--- src/rtl/esm_candidate_selector.sv ---
`default_nettype none
// ============================================================================
//  Module      : esm_candidate_selector
//  Description : Two-stage candidate selector. Stage 1 compacts a slot
//                bitmask into an ascending index table plus popcount;
//                stage 2 picks one slot (random / round-robin / lowest /
//                highest). Valid/ready on both sides with full back-pressure.
//  Revision    : 1.0 - initial release
// ============================================================================
module esm_candidate_selector #(
    parameter int BS    = 16,
    parameter int RND_W = 8
) (
    input  logic                     clk,
    input  logic                     rst,
    input  logic                     flush,
    input  logic                     req_valid,
    output logic                     req_ready,
    input  logic [BS-1:0]            req_candidates,
    input  logic [RND_W-1:0]         req_random,
    input  logic [1:0]               req_mode,
    output logic                     res_valid,
    input  logic                     res_ready,
    output logic [$clog2(BS)-1:0]    res_index,
    output logic [$clog2(BS):0]      res_count,
    output logic                     res_empty
);

    localparam int IDX_W = $clog2(BS);
    localparam int CNT_W = IDX_W + 1;
    // Common width for the modulo so neither operand is truncated.
    localparam int MOD_W = (RND_W > CNT_W) ? RND_W : CNT_W;

    localparam logic [1:0] MODE_RANDOM  = 2'd0;
    localparam logic [1:0] MODE_RR      = 2'd1;
    localparam logic [1:0] MODE_LOWEST  = 2'd2;

    localparam logic [CNT_W-1:0] CNT_ONE = CNT_W'(1);

    // Stage 1 registers
    logic                s1_valid_q, s1_valid_d;
    logic [IDX_W-1:0]    s1_table_q [BS];
    logic [CNT_W-1:0]    s1_count_q;
    logic [RND_W-1:0]    s1_random_q;
    logic [1:0]          s1_mode_q;

    // Stage 2 (result) registers
    logic                res_valid_q, res_valid_d;
    logic [IDX_W-1:0]    res_index_q;
    logic [CNT_W-1:0]    res_count_q;
    logic                res_empty_q;
    logic [IDX_W-1:0]    rr_ptr_q;

    // Combinational helpers
    logic [IDX_W-1:0]    w_table [BS];
    logic [CNT_W-1:0]    w_cnt;
    logic                w_s1_advance;
    logic                w_req_fire;
    logic                w_s2_load;
    logic [CNT_W-1:0]    w_div;
    logic [MOD_W-1:0]    w_mod;
    logic [IDX_W-1:0]    w_sel;

    assign w_s1_advance = !res_valid_q || res_ready;
    assign req_ready    = !s1_valid_q || w_s1_advance;
    assign w_req_fire   = req_valid && req_ready;
    assign w_s2_load    = s1_valid_q && w_s1_advance;

    // Compact the incoming bitmask into an ascending index table and popcount.
    always_comb begin
        w_cnt = '0;
        for (int i = 0; i < BS; i++) begin
            w_table[i] = '0;
        end
        for (int i = 0; i < BS; i++) begin
            if (req_candidates[i]) begin
                w_table[w_cnt[IDX_W-1:0]] = IDX_W'(i);
                w_cnt = w_cnt + CNT_ONE;
            end
        end
    end

    // Next-state of the two valid flags; flush wins over any load.
    always_comb begin
        s1_valid_d  = s1_valid_q;
        res_valid_d = res_valid_q;
        if (flush) begin
            s1_valid_d  = 1'b0;
            res_valid_d = 1'b0;
        end else begin
            if (w_req_fire) begin
                s1_valid_d = 1'b1;
            end else if (w_s1_advance) begin
                s1_valid_d = 1'b0;
            end
            if (w_s2_load) begin
                res_valid_d = 1'b1;
            end else if (res_ready) begin
                res_valid_d = 1'b0;
            end
        end
    end

    // Slot selection from the stage-1 table; divisor forced to 1 when empty
    // so the modulo never sees zero (the result is masked by res_empty anyway).
    always_comb begin
        w_div = (s1_count_q == '0) ? CNT_ONE : s1_count_q;
        w_mod = MOD_W'(s1_random_q) % MOD_W'(w_div);
        w_sel = '0;
        case (s1_mode_q)
            MODE_RANDOM: begin
                for (int k = 0; k < BS; k++) begin
                    if (MOD_W'(k) == w_mod) begin
                        w_sel = s1_table_q[k];
                    end
                end
            end
            MODE_RR: begin
                // Wrap to the lowest entry unless a higher one follows rr_ptr.
                w_sel = s1_table_q[0];
                for (int k = BS - 1; k >= 0; k--) begin
                    if ((CNT_W'(k) < s1_count_q) && (s1_table_q[k] > rr_ptr_q)) begin
                        w_sel = s1_table_q[k];
                    end
                end
            end
            MODE_LOWEST: begin
                w_sel = s1_table_q[0];
            end
            default: begin
                for (int k = 0; k < BS; k++) begin
                    if (CNT_W'(k) == (s1_count_q - CNT_ONE)) begin
                        w_sel = s1_table_q[k];
                    end
                end
            end
        endcase
    end

    // Stage 1 capture: table, count, random and mode registered together.
    always_ff @(posedge clk or posedge rst) begin
        if (rst) begin
            s1_valid_q  <= 1'b0;
            s1_count_q  <= '0;
            s1_random_q <= '0;
            s1_mode_q   <= '0;
            for (int k = 0; k < BS; k++) begin
                s1_table_q[k] <= '0;
            end
        end else begin
            s1_valid_q <= s1_valid_d;
            if (w_req_fire && !flush) begin
                s1_count_q  <= w_cnt;
                s1_random_q <= req_random;
                s1_mode_q   <= req_mode;
                for (int k = 0; k < BS; k++) begin
                    s1_table_q[k] <= w_table[k];
                end
            end
        end
    end

    // Stage 2 result and round-robin pointer; pointer moves only on a
    // non-empty round-robin result actually being loaded.
    always_ff @(posedge clk or posedge rst) begin
        if (rst) begin
            res_valid_q <= 1'b0;
            res_index_q <= '0;
            res_count_q <= '0;
            res_empty_q <= 1'b0;
            rr_ptr_q    <= IDX_W'(BS - 1);
        end else begin
            res_valid_q <= res_valid_d;
            if (w_s2_load && !flush) begin
                res_count_q <= s1_count_q;
                res_empty_q <= (s1_count_q == '0);
                res_index_q <= (s1_count_q == '0) ? '0 : w_sel;
                if ((s1_mode_q == MODE_RR) && (s1_count_q != '0)) begin
                    rr_ptr_q <= w_sel;
                end
            end
        end
    end

    assign res_valid = res_valid_q;
    assign res_index = res_index_q;
    assign res_count = res_count_q;
    assign res_empty = res_empty_q;

endmodule
`default_nettype wire

--- config.mk ---
export PLATFORM = sky130hd
export DESIGN_NAME = esm_candidate_selector
export DESIGN_NICKNAME = d
export VERILOG_FILES = /design/src/rtl/esm_candidate_selector.sv
export SDC_FILE = /design/constraint.sdc
export NUM_CORES = 1
export LEC_CHECK = 0
export ABC_AREA = 0
export BUFFER_PORTS_ARGS = -buffer_cell sky130_fd_sc_hd__clkbuf_2
export CORE_ASPECT_RATIO = 2
export CORE_MARGIN = 3
export CORE_UTILIZATION = 58
export DETAILED_ROUTE_END_ITERATION = 10
export PLACE_DENSITY = 0.87
export SKIP_LAST_GASP = 1
export SYNTH_ARGS = -nofsm -noshare
export SYNTH_HDL_FRONTEND = slang
export SYNTH_SLANG_ARGS = --single-unit
--- constraint.sdc ---
create_clock -name clk -period 12.8 [get_ports clk]
set_clock_uncertainty 0.05 [all_clocks]
set_input_delay 2.56 -clock clk [delete_from_list [all_inputs] [get_ports clk]]
set_output_delay 2.56 -clock clk [all_outputs]
set_load 0.02 [all_outputs]
==> results of run 1 <==
layer usage:
| layer | GRT overflow | global-route usage |
|---|---|---|
| met4 | 7 | 0.608 |
| met5 | 0 | 0.0235 |
| met1 | 0 | 0.497 |
| met3 | 0 | 0.224 |
| met2 | 2 | 0.847 |
synthesized netlist by cell type (34+ instances only):
master      n
inv_1      84
o21a_1     49
dfrtp_1    91
nor3_1     44
clkbuf_1   61
o21ai_0   117
xnor2_1    34
nor2_1    192
nand2_1   198
a31oi_1    44
nand3_1    53
o22ai_1    57
ha_1      146
a21oi_1   114
timing repair:
| action | 4_1_cts |
|---|---|
| cloned | 0 |
| gates resized for setup | 32 |
| pin swaps | 8 |
| endpoints found under the setup margin | 5 |
| buffers inserted | 8 |
through the flow:
stage                     std cells  instance area, sq um   util  hold slack, ns  setup WS [ns]
after CTS                      2198                 15400  0.646           0.437         0.0524
after detailed placement       2174                 14900  0.625           0.419         -0.684
after global placement         2174                 14900  0.625           0.415      -0.000679
after floorplan                1848                 14100      -           0.410         0.0210
cells by family after synthesis:
logic type      Yosys count  synth area share
compound gates          638             0.312
xor+xnor                 68            0.0611
fa+ha+maj               148             0.133
buf+inv                 170            0.0474
flops                    95             0.170
mux                      54            0.0452
simple gates            675             0.231
==> results.toml, run 1 <==
[outcome]
tool.error = "[ERROR GRT-0116] Global routing finished with congestion. Check the congestion regions in the DRC Viewer."
run_status = "stopped before the end"
stop_stage = "5_1_grt"

[yosys]
synth_cell_type_count = 96
ys_ff_latch = 95
yosys.area.top_type = "dfrtp_1"
netlist.area_leader.share = 0.162
synth.area.top_cells = "dfrtp_1 16%, ha_1 13%, nand2_1 5.3%"
synthArstFlopShare = 1.00
synth-edff-count = 0
ys_warn_count = 0
syn_area_sq_um = 14000
syn_nets = 2027
avgSynthCellArea_sq_um = 7.60
syn_inst = 1848
synthFlopType = "dfrtp_1"
ys_seq_area_frac = 0.170

[global_route]
grt_pass1_wl_mm = 108
grt_usage = 0.547
grt_pass1_vias = 17700
overflow = 9
grt_max_degree = 76

[cts]
cts_hold_buf = 0
cts_root_buf = "clkbuf_16"
clkSinkCount = 95
cts_buffers = 9
clockBufferDepth = 2
h-tree-depth = 3

[placement]
gp_congestion = 1.17
hpwl_mm = 52.3
io_buffers = 42

[floorplanning]
initial_utilization = 0.589
io_pins = 43
die_x_microns = 116
row_count = 80
die_h_microns = 226
==> run 2, diff against run 1 <==
Settings changed: CORE_ASPECT_RATIO 2 to not set, CORE_UTILIZATION 58 to 40, PLACE_DENSITY 0.87 to not set, PLACE_DENSITY_LB_ADDON set to 0.15.
Clock period 12.8 ns to 16.65 ns, I/O delays scaled along.
==> run 2 against run 1 <==
The flow now finishes without violations. Area after synthesis unchanged. Synthesized cell count stayed put.
==> results.toml, run 2 <==
[outcome]
run_status = "finished clean"

[yosys]
syn_area_sq_um = 14000
synth.most_common_cell = "nand2_1"
synth-edff-count = 0
yosys.area.top_type = "dfrtp_1"
synth_cell_type_count = 96
syn_nets = 2027
ys_warn_count = 0
synthTopCellsByCount = "198 x nand2_1, 192 x nor2_1, 146 x ha_1"
ys_ff_latch = 95
synth.area.top_cells = "dfrtp_1 16%, ha_1 13%, nand2_1 5.3%"
ys_seq_area_frac = 0.170
synthArstFlopShare = 1.00
avgSynthCellArea_sq_um = 7.60
netlist.area_leader.share = 0.162
syn_inst = 1848
synthFlopType = "dfrtp_1"

[worst_hold_path]
hold_start = "res_empty"
hold_path_end = "res_empty"
hold_class = "reg2reg"
min_path_cells = 2

[global_route]
grt_usage = 0.291
antenna_found_initial = 0
grt_pass1_wl_mm = 86.3
grt_pass1_vias = 13900
met3_usage = 0.0304
use_met2 = 0.473
grt-busiest-layer = "met2"
use_met1 = 0.396
grt_max_degree = 72
overflow = 0

[cts]
clockBufferDepth = 2
cts_tree = "yes"
h-tree-depth = 3
clkSinkCount = 95
cts_root_buf = "clkbuf_16"
insertion_delay_ns = 0.38
path_clk_slew_ns = 0.09
cts_buffers = 9
post_cts_buffers = 0

[setup_path]
cp-start-kind = "flip-flop"
arrival_ns = 15.63
worst-path-max-fanout = 18
cp_common_cell = "a21oi_1"
slowest_stage = "mux2i_1"
r2r_cells = 55
slowest_delay_ns = 0.99
rr_startpoint = "s1_count_q[2]"
r2r-end = "res_index[0]"
required_ns = 16.83
reg2reg_slack_ns = 1.20
crit_type = "reg2reg"
cp-end-kind = "flip-flop"

[floorplanning]
io_pins = 43
row_count = 67
initial_utilization = 0.413
core_sq_um = 34000
die_area_sq_um = 37400
die_x_microns = 193
die_h_microns = 193

[timing]
setup_viol = 0
tightest_slew_ns = 1.12
rsz0062_at_grt = "false"
finalCritPeriodShare = 0.928
holdWs_ns = 0.432
maxSlewViolCount = 0
hold_viol_final = 0
fmax_ghz = 0.0647
slew_headroom = 0.234
tns_ns = 0
worst_slack_ns = 1.20
fin_crit_ns = 15.45

[final_layout]
layout_commonest_cell = "nand2_1"
post_route_cells_drive_above_1_share = 0.0896
area_growth_syn_to_layout_pct = 6.16
reg_top3 = "s1_table_q x64, s1_random_q x8"
layout_common_cells = "198 x nand2_1, 192 x nor2_1, 146 x ha_1"
largest_register_ffs = 64
fillerInstances = 3619
fin_nets = 2015
regMostFlops = "s1_table_q"
diodes = 0
design_area_sq_um = 14900

[run]
max_cap_viol_count = 0

[routing]
wire_per_inst_microns = 24.9
ant_nets = 0
first_pass_iters = 6
via_per_inst = 6.60
drt_iter0_drc = 1614
drt-total-wl_mm = 57.0
vias = 15100
drc = 0

[placement]
gp_congestion = 0.991
io_buffers = 42
dpl-instance-area_sq_um = 14600
hpwl_mm = 45.7
dp_worst_setup_slack_ns = 1.06
run 2: stage by stage:
step           std cells   util
5_1_grt             2289  0.438
3_5_place_dp        2273  0.429
6_report            2289  0.438
4_1_cts             2289  0.437
3_3_place_gp        2273  0.429
2_1_floorplan       1848      -
run 2: area by class of cell:
cell class,instances,area (sq um),area share
repair buffers,56,315,0.0212
clock buffers,10,229,0.0154
multi-input cells,1583,11000,0.739
flip-flops and latches,95,2380,0.160
inverters,91,344,0.0231
well taps,448,561,0.0376
clock inverters,6,52.6,0.00353
run 2: kinds of logic (layout without fill, tap and decap cells):
group | Yosys count | after routing | share of synthesized area
AOI/OAI and AO/OA | 638 | 638 | 0.312
muxes | 54 | 54 | 0.0452
adders and majority gates | 148 | 148 | 0.133
and+or+nand+nor | 675 | 675 | 0.231
DFF | 95 | 95 | 0.170
xor gates and xnor gates | 68 | 68 | 0.0611
buffers and inverters | 170 | 163 | 0.0474
run 2: worst max path at each step:
stage | startpoint | end | depth (start not counted)
final | s1_count_q[2] | res_index[0] | 55
after global routing | s1_count_q[2] | res_index[0] | 56
after CTS | s1_count_q[2] | res_index[2] | 56
after detailed placement | s1_count_q[2] | res_index[2] | 56
after global placement | s1_count_q[2] | res_index[2] | 56
after floorplan | s1_count_q[2] | res_index[0] | 57
run 2: routing by layer:
metal | share of wire | vias up
li1 | - | 6963
met1 | 0.43 | 7324
met2 | 0.46 | 673
met3 | 0.064 | 138
met4 | 0.046 | 0
met5 | 0 | -
run 2: timing repair:
action                                  CTS  global route
hold buffers                              0             0
gates resized for setup                   0             4
endpoints found under the setup margin    0             5
run 2: worst max-delay path, delay by kind of cell, from the launching register on:
family / cells / cell delay (ns)
buf+inv: 4 / 0.40
simple gates: 11 / 3.42
flops: 1 / 0.59
mux: 3 / 1.72
xor+xnor: 1 / 0.17
fa+ha+maj: 7 / 2.40
compound gates: 29 / 6.51
Power of run 2 is not shown: default switching activity piles up to over one toggle a cycle in this logic, so the estimate is an artifact.
==> run 3, diff against run 2 <==
Settings changed: PLACE_DENSITY_LB_ADDON 0.15 to 0.12, SETUP_SLACK_MARGIN set to 0.5.
==> run 3 against run 2 <==
Sequential share of layout area about the same. Fmax increased by 3.0%. Die area is the same. Critical path type unchanged. Count of clock-buffer cells in the layout is 1 higher. Largest cell class unchanged. Flip-flop and latch count did not move. Non-clock buffer count shrank 1.
==> results.toml, run 3 (same netlist as run 2, synthesis figures left out) <==
[routing]
drt_iter0_drc = 1580
vias = 14900
first_pass_iters = 5
via_per_inst = 6.50
drc = 0
wire_per_inst_microns = 24.8
drt-total-wl_mm = 56.8
ant_nets = 0

[cts]
path_clk_slew_ns = 0.07
cts_resized = 0
cts_hold_buf = 0
cts_buffers = 9
insertion_delay_ns = 0.37
cts_root_buf = "clkbuf_16"
clkSinkCount = 95
clockBufferDepth = 2
cts_tree = "yes"
post_cts_buffers = 0
h-tree-depth = 3

[setup_path]
reg2reg_slack_ns = 1.65
slowest_stage = "mux2i_1"
arrival_ns = 15.18
worst-path-max-fanout = 18
cp-end-kind = "flip-flop"
critPathTopFamily = "compound AO/OA/AOI/OAI gates"
slowest_delay_ns = 0.99
r2r_cells = 55
cp-start-kind = "flip-flop"
rr_startpoint = "s1_count_q[2]"
cp_common_cell = "a21oi_1"
required_ns = 16.83
crit_type = "reg2reg"
r2r-end = "res_index[0]"
crit_buf_inv = 4

[final_layout]
diodes = 0
fillerInstances = 3582
regMostFlops = "s1_table_q"
fin_nets = 2014
largest_register_ffs = 64
layout_common_cells = "198 x nand2_1, 192 x nor2_1, 146 x ha_1"
layout_commonest_cell = "nand2_1"
post_route_cells_drive_above_1_share = 0.0902
area_growth_syn_to_layout_pct = 6.44
reg_top3 = "s1_table_q x64, s1_random_q x8"

[timing]
tightest_slew_ns = 1.12
fin_crit_ns = 15.00
hold_viol_final = 0
finalCritPeriodShare = 0.901
rsz0062_at_grt = "true"
setup_viol = 0
fmax_ghz = 0.0667
slew_headroom = 0.230
maxSlewViolCount = 0
tns_ns = 0

[global_route]
overflow = 0
grt_pass1_wl_mm = 87.0
grt_max_degree = 86
grt_pass1_vias = 14200
antenna_found_initial = 0
grt_usage = 0.295

[floorplanning]
die_x_microns = 193
core_sq_um = 34000
die_area_sq_um = 37400
initial_utilization = 0.413
row_count = 67
die_h_microns = 193
io_pins = 43

[worst_hold_path]
hold_start = "res_count[2]"
hold_path_end = "res_count[2]"
min_path_cells = 2
hold_class = "reg2reg"

[placement]
hpwl_mm = 45.5
io_buffers = 42
gp_congestion = 1.01

[run]
max_cap_viol_count = 0

[outcome]
run_status = "finished clean"
run 3: through the flow:
step | instance area, sq um | setup slack [ns] | hold slack [ns] | utilization | instances
global route | 14900 | 0.461 | 0.457 | 0.439 | 2288
detailed placement | 14600 | 1.10 | 0.419 | 0.429 | 2272
floorplan | 14000 | 3.53 | 0.410 | - | 1848
global placement | 14600 | 1.52 | 0.412 | 0.429 | 2272
CTS | 14900 | 1.05 | 0.439 | 0.438 | 2288
finish | 14900 | 1.65 | 0.432 | 0.439 | 2288
run 3: routing by layer:
metal / GRT usage / share of wire / vias up
li1: - / - / 6943
met1: 0.395 / 0.43 / 7154
met2: 0.490 / 0.46 / 637
met3: 0.0282 / 0.058 / 141
met4: 0.118 / 0.043 / 0
met5: 0 / 0 / -
run 3: how the worst max path moves through the flow:
stage,from,end,cells after the start
2_1_floorplan,s1_count_q[2],res_index[0],57
3_3_place_gp,s1_count_q[2],res_index[2],56
3_5_place_dp,s1_count_q[2],res_index[2],56
4_1_cts,s1_count_q[2],res_index[2],56
5_1_grt,s1_count_q[2],res_index[2],56
6_report,s1_count_q[2],res_index[0],55
run 3: final cells by class:
class                   instances  area, sq um  area share
multi-input cells            1583        11000       0.739
flip-flops and latches         95         2380       0.159
well taps                     448          561      0.0375
inverters                      91          344      0.0230
repair buffers                 55          308      0.0206
clock buffers                  11          243      0.0162
clock inverters                 5         62.6     0.00419
run 3: worst reg2reg max path: cells and delay by family (launching register included):
kind,cells,cell delay [ns]
adder cells (fa/ha/maj),7,2.45
AO/OA/AOI/OAI,29,6.19
multiplexers,3,1.70
AND/OR/NAND/NOR,11,3.30
flip-flops,1,0.60
buffers and inverters,4,0.41
XOR/XNOR,1,0.18
Power of run 3 is left out for the same reason.
==> run 4, diff against run 3 <==
Settings changed: BUFFER_PORTS_ARGS -buffer_cell sky130_fd_sc_hd__clkbuf_2 to not set, DONT_BUFFER_PORTS set to 1.
==> run 4 against run 3 <==
Wire length shrank 0.67%. Design area shrank 1.5%. Critical path type unchanged. First-iteration DRC count shrank 3.5%. Die area is the same.
==> results.toml, run 4 (same netlist as run 2, synthesis figures left out) <==
[worst_hold_path]
min_path_cells = 2
hold_class = "reg2reg"
hold_path_end = "s1_random_q[7]"
hold_start = "s1_random_q[7]"

[setup_path]
crit_type = "reg2reg"
rr_startpoint = "s1_count_q[2]"
r2r-end = "res_index[0]"
worst-path-max-fanout = 18
cp-start-kind = "flip-flop"
reg2reg_slack_ns = 1.51
r2r_cells = 55
slowest_stage = "o32ai_1"
slowest_delay_ns = 0.70
arrival_ns = 15.32
cp-end-kind = "flip-flop"
required_ns = 16.83

[placement]
gp_congestion = 0.975
hpwl_mm = 45.1
io_buffers = 0

[routing]
drt_iter0_drc = 1525
vias = 14800
wire_per_inst_microns = 25.1
ant_nets = 0
drc = 0
first_pass_iters = 6
drt-total-wl_mm = 56.4
via_per_inst = 6.57

[final_layout]
fin_nets = 1974
largest_register_ffs = 64
layout_commonest_cell = "nand2_1"
diodes = 0
layout_common_cells = "198 x nand2_1, 192 x nor2_1, 146 x ha_1"
area_growth_syn_to_layout_pct = 4.89
regMostFlops = "s1_table_q"
post_route_cells_drive_above_1_share = 0.0695
reg_top3 = "s1_table_q x64, s1_random_q x8"

[global_route]
grt_max_degree = 88
grt_usage = 0.290
antenna_found_initial = 0
grt_pass1_wl_mm = 85.8
grt_pass1_vias = 14200
overflow = 0

[timing]
holdWs_ns = 0.469
setup_viol = 0
tns_ns = 0
maxSlewViolCount = 0
tightest_slew_ns = 0.942
rsz0062_at_grt = "true"
hold_viol_final = 0
finalCritPeriodShare = 0.910
fin_crit_ns = 15.14
slew_headroom = 0.367
fmax_ghz = 0.0660

[cts]
insertion_delay_ns = 0.37
cts_root_buf = "clkbuf_16"
h-tree-depth = 3
clockBufferDepth = 2
cts_buffers = 9
clkSinkCount = 95
path_clk_slew_ns = 0.08
cts_tree = "yes"

[floorplanning]
die_h_microns = 193
core_sq_um = 34000
row_count = 67
die_area_sq_um = 37400
die_x_microns = 193
io_pins = 43
initial_utilization = 0.413

[outcome]
run_status = "finished clean"

[run]
max_cap_viol_count = 0
==> run 4: changes by cell type in the layout (fill, tap and decap cells not counted), sizes merged <==
cell      delta
inv          -1
clkinvlp     -1
clkbuf      -42
clkinv       +1
buf          +2
==> run 4: worst max-delay path: cells and delay by family (launching register included) <==
kind,cells,cell delay (ns)
adders and majority gates,7,2.09
buffers and inverters,3,0.31
and+or+nand+nor,14,5.25
muxes,1,0.30
DFF,1,0.59
xor gates and xnor gates,2,0.33
AOI/OAI and AO/OA,28,6.07
==> run 4: cell type report <==
cell class              instances  area [sq um]
fillers                      3574         19300
multi-input cells            1583         11000
flip-flops and latches         95          2380
well taps                     448           561
inverters                      91           344
clock buffers                  11           243
repair buffers                 15           113
clock inverters                 4          55.1
==> run 4: how the worst max path moves through the flow <==
| stage | start | endpoint | slack (ns) |
|---|---|---|---|
| after floorplan | s1_count_q[2] | res_index[0] | 3.53 |
| after global placement | s1_count_q[2] | res_index[2] | 1.57 |
| after detailed placement | s1_count_q[2] | res_index[2] | 1.12 |
| after CTS | s1_count_q[2] | res_index[2] | 1.06 |
| after global routing | s1_count_q[2] | res_index[2] | 0.34 |
| final | s1_count_q[2] | res_index[0] | 1.51 |
==> run 4: what timing repair did <==
action | in CTS | in global routing
gates resized for setup | 0 | 6
setup endpoints to repair | 0 | 5
buffers inserted | 0 | 0
hold buffers | 0 | 0
==> run 4: per-layer routing <==
layer  GRT usage  vias to the layer above  share of wire
met5           0                        -              0
met4       0.129                        0          0.052
met1       0.386                     7112           0.43
met2       0.478                      645           0.46
met3      0.0308                      154          0.061
li1            -                     6856              -
==> run 4: per-stage QoR <==
step                      cells  utilization  setup slack [ns]  cell area [sq um]
after global placement     2232        0.423              1.57              14400
final                      2247        0.433              1.51              14700
after global routing       2247        0.433             0.338              14700
after floorplan            1848            -              3.53              14000
after detailed placement   2232        0.423              1.12              14400
after CTS                  2247        0.432              1.06              14700
Power of run 4 is left out for the same reason.
